### src/rtl/div_pkg.sv
// Shared definitions for the sequential non-restoring divider.
//   state_e : controller states (2-bit encoding)
//   neg_n   : two's-complement negation on a wide vector (callers truncate)
//   abs_n   : conditional magnitude; negates only when told the value is negative
package div_pkg;

    localparam int unsigned ST_W  = 2;
    localparam int unsigned MAX_W = 64;   // widest operand the helpers support

    localparam logic [ST_W-1:0] ST_IDLE_ENC = 2'd0;
    localparam logic [ST_W-1:0] ST_ITER_ENC = 2'd1;
    localparam logic [ST_W-1:0] ST_FIX_ENC  = 2'd2;
    localparam logic [ST_W-1:0] ST_DONE_ENC = 2'd3;

    typedef enum logic [ST_W-1:0] {
        ST_IDLE = ST_IDLE_ENC,
        ST_ITER = ST_ITER_ENC,
        ST_FIX  = ST_FIX_ENC,
        ST_DONE = ST_DONE_ENC
    } state_e;

    function automatic logic [MAX_W-1:0] neg_n(input logic [MAX_W-1:0] x);
        return ~x + 1'b1;
    endfunction

    // The caller supplies "is negative" (in_signed & msb) so the helper
    // stays width-agnostic; the low N bits of the result are the magnitude.
    function automatic logic [MAX_W-1:0] abs_n(input logic [MAX_W-1:0] x,
                                               input logic             is_neg);
        return is_neg ? neg_n(x) : x;
    endfunction

endpackage

### src/rtl/nr_div_step.sv
// One combinational non-restoring iteration.
//   a_i [N:0]   partial remainder (two's complement, N+1 bits)
//   q_i [N-1:0] quotient/dividend shift register
//   d_i [N-1:0] divisor magnitude
//   a_o, q_o    values after shift, add/subtract and quotient-bit insert
module nr_div_step #(
    parameter int N = 8
) (
    input  logic [N:0]   a_i,
    input  logic [N-1:0] q_i,
    input  logic [N-1:0] d_i,
    output logic [N:0]   a_o,
    output logic [N-1:0] q_o
);

    logic [N:0] a_sh;
    logic [N:0] d_ext;

    assign a_sh  = {a_i[N-1:0], q_i[N-1]};
    assign d_ext = {1'b0, d_i};

    // The add/subtract choice uses the sign before the shift; the shifted
    // value may wrap, but the result lands back in [-D, D) modulo 2^(N+1).
    assign a_o = a_i[N] ? (a_sh + d_ext) : (a_sh - d_ext);
    assign q_o = {q_i[N-2:0], ~a_o[N]};

endmodule

### src/rtl/seq_nonrestoring_divider.sv
// Multi-cycle non-restoring integer divider, one quotient bit per clock.
//   clk, rst (sync, active-low)
//   in_valid/in_ready, in_signed, dividend, divisor : operand handshake
//   out_valid/out_ready, quotient, remainder         : result handshake
//   div_zero : divisor was zero (q = all ones, r = raw dividend)
//   ovf      : signed MIN / -1 (q = MIN, r = 0)
module seq_nonrestoring_divider
    import div_pkg::*;
#(
    parameter int N = 8
) (
    input  logic         clk,
    input  logic         rst,
    input  logic         in_valid,
    output logic         in_ready,
    input  logic         in_signed,
    input  logic [N-1:0] dividend,
    input  logic [N-1:0] divisor,
    output logic         out_valid,
    input  logic         out_ready,
    output logic [N-1:0] quotient,
    output logic [N-1:0] remainder,
    output logic         div_zero,
    output logic         ovf
);

    localparam int CNT_W = $clog2(N + 1);
    localparam logic [N-1:0] MIN_V = {1'b1, {(N-1){1'b0}}};

    state_e         state_q;
    logic [CNT_W-1:0] cnt_q;
    logic [N:0]     a_q;
    logic [N-1:0]   q_q;
    logic [N-1:0]   d_q;
    logic           neg_quo_q;
    logic           neg_rem_q;
    logic           in_ready_q;
    logic           out_valid_q;
    logic [N-1:0]   quotient_q;
    logic [N-1:0]   remainder_q;
    logic           div_zero_q;
    logic           ovf_q;

    logic [N-1:0]   abs_dvd_d;
    logic [N-1:0]   abs_dvs_d;
    logic           is_ovf_d;
    logic [N:0]     a_d;
    logic [N-1:0]   q_d;
    logic [N-1:0]   rem_mag_d;
    logic [N-1:0]   quo_fix_d;
    logic [N-1:0]   rem_fix_d;

    assign abs_dvd_d = N'(abs_n(MAX_W'(dividend), in_signed & dividend[N-1]));
    assign abs_dvs_d = N'(abs_n(MAX_W'(divisor),  in_signed & divisor[N-1]));
    assign is_ovf_d  = in_signed && (dividend == MIN_V) && (divisor == '1);

    nr_div_step #(.N(N)) u_step (
        .a_i (a_q),
        .q_i (q_q),
        .d_i (d_q),
        .a_o (a_d),
        .q_o (q_d)
    );

    // Final restore: a negative partial remainder lies in [-D, 0), so adding
    // D back only needs the low N bits.
    assign rem_mag_d = a_q[N] ? (a_q[N-1:0] + d_q) : a_q[N-1:0];
    assign quo_fix_d = neg_quo_q ? N'(neg_n(MAX_W'(q_q)))      : q_q;
    assign rem_fix_d = neg_rem_q ? N'(neg_n(MAX_W'(rem_mag_d))) : rem_mag_d;

    always_ff @(posedge clk) begin
        if (!rst) begin
            state_q     <= ST_IDLE;
            cnt_q       <= '0;
            a_q         <= '0;
            q_q         <= '0;
            d_q         <= '0;
            neg_quo_q   <= 1'b0;
            neg_rem_q   <= 1'b0;
            in_ready_q  <= 1'b1;
            out_valid_q <= 1'b0;
            quotient_q  <= '0;
            remainder_q <= '0;
            div_zero_q  <= 1'b0;
            ovf_q       <= 1'b0;
        end else begin
            case (state_q)
                ST_IDLE: begin
                    if (in_valid) begin
                        in_ready_q <= 1'b0;
                        if (divisor == '0) begin
                            quotient_q  <= '1;
                            remainder_q <= dividend;
                            div_zero_q  <= 1'b1;
                            ovf_q       <= 1'b0;
                            out_valid_q <= 1'b1;
                            state_q     <= ST_DONE;
                        end else if (is_ovf_d) begin
                            quotient_q  <= MIN_V;
                            remainder_q <= '0;
                            div_zero_q  <= 1'b0;
                            ovf_q       <= 1'b1;
                            out_valid_q <= 1'b1;
                            state_q     <= ST_DONE;
                        end else begin
                            a_q       <= '0;
                            q_q       <= abs_dvd_d;
                            d_q       <= abs_dvs_d;
                            cnt_q     <= '0;
                            neg_quo_q <= in_signed & (dividend[N-1] ^ divisor[N-1]);
                            neg_rem_q <= in_signed & dividend[N-1];
                            state_q   <= ST_ITER;
                        end
                    end
                end
                ST_ITER: begin
                    a_q   <= a_d;
                    q_q   <= q_d;
                    cnt_q <= cnt_q + 1'b1;
                    if (cnt_q == CNT_W'(N - 1)) begin
                        state_q <= ST_FIX;
                    end
                end
                ST_FIX: begin
                    quotient_q  <= quo_fix_d;
                    remainder_q <= rem_fix_d;
                    div_zero_q  <= 1'b0;
                    ovf_q       <= 1'b0;
                    out_valid_q <= 1'b1;
                    state_q     <= ST_DONE;
                end
                ST_DONE: begin
                    if (out_ready) begin
                        out_valid_q <= 1'b0;
                        in_ready_q  <= 1'b1;
                        state_q     <= ST_IDLE;
                    end
                end
                default: begin
                    state_q    <= ST_IDLE;
                    in_ready_q <= 1'b1;
                end
            endcase
        end
    end

    assign in_ready  = in_ready_q;
    assign out_valid = out_valid_q;
    assign quotient  = quotient_q;
    assign remainder = remainder_q;
    assign div_zero  = div_zero_q;
    assign ovf       = ovf_q;

endmodule

### config.mk
export PLATFORM = sky130hd
export DESIGN_NAME = seq_nonrestoring_divider
export DESIGN_NICKNAME = d
export VERILOG_FILES = /design/src/rtl/div_pkg.sv /design/src/rtl/nr_div_step.sv /design/src/rtl/seq_nonrestoring_divider.sv
export SDC_FILE = /design/constraint.sdc
export NUM_CORES = 1
export LEC_CHECK = 0
export ABC_AREA = 1
export CORE_ASPECT_RATIO = 1.2
export CORE_MARGIN = 1.5
export CORE_UTILIZATION = 48
export CTS_CLUSTER_SIZE = 8
export DETAILED_ROUTE_END_ITERATION = 6
export DONT_BUFFER_PORTS = 1
export GPL_ROUTABILITY_DRIVEN = 1
export GPL_TIMING_DRIVEN = 0
export SLEW_MARGIN = 10
export SYNTH_ARGS = -nofsm -noshare
export SYNTH_HDL_FRONTEND = slang
export SYNTH_HIERARCHICAL = 1
export SYNTH_SLANG_ARGS = --single-unit
### constraint.sdc
create_clock -name clk -period 5.8 [get_ports clk]
set_clock_uncertainty 0.15 [all_clocks]
set_input_delay 1.16 -clock clk [delete_from_list [all_inputs] [get_ports clk]]
set_output_delay 1.16 -clock clk [all_outputs]
set_load 0.05 [all_outputs]
==> results of run 1 <==
==> report_power, final <==
part,leakage (nW),total (mW),switching [mW],internal [mW]
sequential,0.435,0.746,0.262,0.484
clock,0.0374,0.221,0.135,0.0857
combinational,1.54,1.56,0.962,0.597
total,2.02,2.53,1.36,1.17
==> worst min path at each step <==
stage | from | end | slack, ns
2_1_floorplan | cnt_q[2]$_SDFFE_PN0P_ | cnt_q[2]$_SDFFE_PN0P_ | 0.31
3_5_place_dp | cnt_q[2]$_SDFFE_PN0P_ | cnt_q[2]$_SDFFE_PN0P_ | 0.34
3_3_place_gp | cnt_q[3]$_SDFFE_PN0P_ | cnt_q[3]$_SDFFE_PN0P_ | 0.33
5_1_grt | cnt_q[3]$_SDFFE_PN0P_ | cnt_q[3]$_SDFFE_PN0P_ | 0.40
6_report | cnt_q[2]$_SDFFE_PN0P_ | cnt_q[2]$_SDFFE_PN0P_ | 0.36
4_1_cts | cnt_q[3]$_SDFFE_PN0P_ | cnt_q[3]$_SDFFE_PN0P_ | 0.36
==> final cells by class <==
| type | count | area share (%) |
|---|---|---|
| buffer | 23 | 3.49 |
| clock buffer | 6 | 1.70 |
| clock inverter | 2 | 0.352 |
| inverter | 80 | 7.04 |
| multi-input combinational | 457 | 59.2 |
| sequential | 53 | 24.9 |
| tap | 114 | 3.35 |
==> placed cells by master (no fill, tap or decap), types with 7 or more instances in the layout <==
master | synthesis | routed
nand2_1 | 127 | 127
nor2_1 | 78 | 78
inv_1 | 74 | 74
dfxtp_1 | 53 | 53
a21oi_1 | 41 | 41
o21ai_0 | 39 | 39
nand3_1 | 38 | 38
ha_1 | 27 | 27
o21ai_1 | 23 | 23
xor2_1 | 15 | 15
clkbuf_1 | 9 | 10
buf_4 | 8 | 8
xnor2_1 | 8 | 8
nor3_1 | 7 | 7
a22oi_1 | 7 | 7
==> per-layer routing <==
| metal | part of all wire, % | global-route usage (%) |
|---|---|---|
| met5 | 0 | 0 |
| met4 | 2.2 | 7.32 |
| met3 | 3.4 | 2.94 |
| met2 | 51 | 46.5 |
| met1 | 44 | 30.0 |
==> metrics by stage <==
stage               utilization [%]  cells  setup slack [ns]  power [mW]  hold slack [ns]
finish                         52.3    735              3.08        2.53            0.358
global route                   52.3    735              2.85        2.80            0.399
CTS                            52.3    735              3.06        2.53            0.363
detailed placement             51.2    727              2.72        2.31            0.338
global placement               51.2    727              2.80        2.28            0.331
floorplan                         -    613              3.07        1.98            0.309
==> sequential cells by signal (all words and copies together), names as in the netlist <==
signal and flops:
a_q 9, d_q 8, q_q 8, quotient 8, remainder 8, cnt_q 4
state_q 2, div_zero 1, in_ready 1, neg_quo_q 1, neg_rem_q 1, out_valid 1
ovf 1
==> worst min-delay path: stages (launching register included) <==
cell     delay, ns
dfxtp_1       0.36
a21oi_1       0.05
nor2_1        0.07
==> kinds of logic (layout without fill, tap and decap cells) <==
logic type                 Yosys count  count (layout)  synth area share (%)
AOI/OAI and AO/OA                  124             124                  16.9
xor gates and xnor gates            23              23                  4.99
adders and majority gates           29              29                  9.37
buffers and inverters              103             111                  11.1
DFF                                 53              53                  26.3
and+or+nand+nor                    281             281                  31.3
==> impl_metrics.toml, run 1 <==
[status]
status = "completed"

[setup_path]
cp.depth = 12
crit_family = "simple AND/OR/NAND/NOR gates"
reg2reg_to = "q_q[0]$_SDFFE_PN0P_"
cp-endpoint = "quotient[6]$_SDFFE_PN0P_"
critPathKind = "primary input to flop"
reg2reg_depth = 17
critPathLaunchType = "primary input"
crit_start = "divisor[0]"
end_kind = "flop"
path_cells = "inv_1 > ha_1 > inv_1 > nor2_1 > nand3_2 > nor3_4 > inv_2 > nand3_4 > nand2_8 > buf_6 > a22oi_1 > nor2_1"
reg2reg_slack_ns = 3.16
critPathSlowestCell = "nor3_4"
required_ns = 5.84
critPathMaxFanout = 10
worst-path-buf-inv = 4
slowest_delay_ns = 0.25
r2r-start = "d_q[1]$_SDFFE_PN0P_"
cp.arrival_ns = 2.76

[hold_path]
hold-path-cell-count = 2
hp-class = "flop to flop"

[synth]
ys_top_cells_by_count = "nand2_1, nor2_1, inv_1"
async_reset_ff_share_pct = 0
yosysWarnings = 6
ys_seq_area_share_pct = 26.3
netlist_area_um2 = 4030
synthTopCellsByArea = "dfxtp_1, nand2_1, ha_1"
synth_flop_cell = "dfxtp_1"
synth-edff-count = 0
netlist_instances = 613
ys_seq_elements = 53
yosysTopAreaCell = "dfxtp_1"
yosysMostFrequentCell = "nand2_1"
synth_top_area_share_pct = 26.3
syn_nets = 663
ys_types = 41
synth_area_per_cell_um2 = 6.58

[timing]
setup_violations = 0
fmax_ghz = 0.367
fin_crit_sh_pct = 46.9
finalHoldViolations = 0
fin_setup_tns_ns = 0
drv_slew = 0
worst_slew_pin_slew_ns = 0.658
maxSlewHeadroom_pct = 56.1
rsz0062_at_grt = "no"
layout_min_cycle_time_ns = 2.72

[pwr]
p_per_area_nw_per_um2 = 592
p_leak_nw = 2.02
vdd_drop_max_uv = 273

[global_route]
grt_max_degree = 17
antenna_found_initial = 0
grt_pass1_wl_mm = 17.3
overflow = 0
grt_usage_pct = 24.9
grt_pass1_vias = 3531

[clock_network]
cts_made_buffers = 5
cts_tree = "built"
cts-root-buf = "clkbuf_8"
cts_hold_buf = 0
insertion_delay_ns = 0.31
cts_resized = 0
cts_max_path_buffers = 2
post_cts_buffers = 0
clkSlewWorstSetupHoldPaths_ns = 0.11
cts_max_level = 2
clkSinkCount = 53

[cells_and_area]
fill_cells = 840
multi_input_area_um2 = 2520
layout-drive-gt1-share_pct = 8.53
area_growth_pct = 5.71
nNetsFinal = 670
finalInstanceArea_um2 = 4260
register_area_um2 = 1060
antenna_cells = 0

[routing]
wl_mm = 10.5
avgViaCountPerCell = 5.15
first_iter_violations = 119
postRouteAntennaNets = 0
drc_errors = 0
drtPass1Iterations = 4
wl_per_cell_um = 14.3
vias = 3785

[floorplan]
dieArea_um2 = 8960
core_um2 = 8150
dieHeight_um = 103
rows = 36
start_util_pct = 49.5
die_w_um = 86.7
pin_count = 41

[place]
portBuffers = 0
placed_area_um2 = 4180
place_congestion = 0.850
dp.final_hpwl_mm = 8.41

[run]
max-cap-violations = 0
(Power assumes the default switching activity.)
==> inputs of run 2 (changes only) <==
--- a/config.mk
+++ b/config.mk
@@ -14,6 +14,7 @@
 export DONT_BUFFER_PORTS = 1
 export GPL_ROUTABILITY_DRIVEN = 1
 export GPL_TIMING_DRIVEN = 0
+export PLACE_DENSITY = 0.65
 export SLEW_MARGIN = 10
 export SYNTH_ARGS = -nofsm -noshare
 export SYNTH_HDL_FRONTEND = slang
==> constraint.sdc (replaced) <==
create_clock -name clk -period 2.4 [get_ports clk]
set_clock_uncertainty 0.15 [all_clocks]
set_input_delay 0.48 -clock clk [delete_from_list [all_inputs] [get_ports clk]]
set_output_delay 0.48 -clock clk [all_outputs]
set_load 0.05 [all_outputs]
==> impl_metrics.toml, run 2 (synthesized netlist as in run 1, its figures left out) <==
[status]
status = "completed"

[cells_and_area]
layout-drive-gt1-share_pct = 14.8
fill_cells = 837
nNetsFinal = 679
register_area_um2 = 1070
final_common_cell = "nand2_1"
area_growth_pct = 10.3
multi_input_area_um2 = 2630
finalInstanceArea_um2 = 4450
regMostFlops = "a_q"
largest_reg_flops = 9
final_cell_mix = "nand2_1, nor2_1, inv_1"
antenna_cells = 0

[global_route]
antenna_found_initial = 0
overflow = 0
grt_pass1_wl_mm = 17.4
grt_max_degree = 18
grt_pass1_vias = 3692
grt_usage_pct = 24.8

[setup_path]
critPathMaxFanout = 4
end_kind = "flop"
critPathKind = "flop to flop"
reg2reg_slack_ns = 0.06
r2r-start = "d_q[0]$_SDFFE_PN0P_"
path_cells = "inv_2 > ha_4 > inv_2 > o21ai_2 > inv_1 > fa_2 > inv_2 > nand3_2 > nand2_2 > a21oi_2 > nand3_1 > nand2_1 > a21oi_1 > nor2_1"
cp.arrival_ns = 2.39
critPathLaunchType = "flop"
crit_start = "d_q[0]$_SDFFE_PN0P_"
slowest_delay_ns = 0.40
cp_common_cell = "inv_2"
required_ns = 2.45
critPathSlowestCell = "dfxtp_4"

[place]
dp.final_hpwl_mm = 8.28
place_congestion = 0.853
portBuffers = 0
pre_cts_ws_ns = -0.300
placed_area_um2 = 4180

[timing]
drv_slew = 0
maxSlewHeadroom_pct = 58.5
setup_violations = 0
fin_ws_ns = 0.0622
fmax_ghz = 0.428
finalHoldViolations = 0
layout_min_cycle_time_ns = 2.34
fin_crit_sh_pct = 97.4
finalHoldWorstSlack_ns = 0.169
rsz0062_at_grt = "yes"
worst_slew_pin_slew_ns = 0.623

[floorplan]
die_w_um = 86.7
dieHeight_um = 103
start_util_pct = 49.5
dieArea_um2 = 8960
core_um2 = 8150
pin_count = 41
rows = 36

[pwr]
p_per_area_nw_per_um2 = 1480
combPwrFrac_pct = 63.9
clockPowerShare_pct = 8.2
p_leak_nw = 2.08
sw_frac_of_total_pct = 52.8
power.switching_mw = 3.47
finalPower_mw = 6.57
vdd_drop_max_uv = 668
cell_internal_pwr_mw = 3.10
power.share.sequential_pct = 27.9

[routing]
drtPass1Iterations = 4
postRouteAntennaNets = 0
vias = 3897
avgViaCountPerCell = 5.24
drc_errors = 0
first_iter_violations = 124
wl_mm = 10.6
wl_per_cell_um = 14.3

[clock_network]
cts_max_level = 2
clkSlewWorstSetupHoldPaths_ns = 0.10
insertion_delay_ns = 0.32
clkSinkCount = 53
cts_made_buffers = 5
cts_hold_buf = 0
cts_max_path_buffers = 2
cts-root-buf = "clkbuf_8"
cts_tree = "built"

[run]
max-cap-violations = 0

[hold_path]
min_from = "divisor[1]"
hp-class = "primary input to flop"
==> run 2: cell type report <==
cell class / instances / area share [%]
Buffer: 23 / 3.35
Clock buffer: 5 / 1.55
Clock inverter: 3 / 0.478
Inverter: 80 / 6.75
Multi-Input combinational cell: 457 / 59.0
Sequential cell: 53 / 24.1
Tap cell: 114 / 3.20
Timing Repair Buffer: 9 / 1.52
==> run 2: worst paths after layout <==
check / endpoint / cells after the start
worst max-delay path: a_q[8]$_SDFFE_PN0P_ / 14
worst max register to register: a_q[8]$_SDFFE_PN0P_ / 14
worst min register to register: cnt_q[2]$_SDFFE_PN0P_ / 2
worst min-delay path: d_q[1]$_SDFFE_PN0P_ / 2
==> run 2: power by group through the flow <==
stage | Sequential [mW] | Combinational, mW | Clock [mW]
after detailed placement | 1.83 | 3.74 | 0
after global routing | 1.89 | 4.75 | 0.587
after global placement | 1.83 | 3.66 | 0
final | 1.84 | 4.20 | 0.536
after floorplan | 1.67 | 3.11 | 0
after CTS | 1.82 | 3.82 | 0.546
==> run 2: worst max-delay path: cells and delay by family, from the launching register on <==
kind / cells / cell delay (ns)
flip-flops: 1 / 0.40
AND/OR/NAND/NOR: 5 / 0.38
buffers and inverters: 4 / 0.23
AO/OA/AOI/OAI: 3 / 0.46
adder cells (fa/ha/maj): 2 / 0.62
==> run 2: metal layers <==
layer | GRT usage, % | wire length, µm | vias to the layer above
li1 | - | - | 2013
met1 | 27.9 | 4430 | 1779
met2 | 45.1 | 5260 | 84
met3 | 4.44 | 570 | 21
met4 | 11.9 | 351 | 0
met5 | 0 | 0 | -
==> run 2: per-stage QoR <==
stage | util (%) | setup TNS (ns) | std cells
floorplan | - | 0 | 613
global placement | 51.2 | -0.521 | 727
detailed placement | 51.2 | -0.886 | 727
CTS | 52.7 | -0.0413 | 737
global route | 54.6 | -0.167 | 744
finish | 54.6 | 0 | 744
==> run 2: what timing repair did <==
action,CTS,global route
endpoints found under the setup margin,6,9
buffers inserted,2,7
pin swaps,3,20
resized for setup,9,30
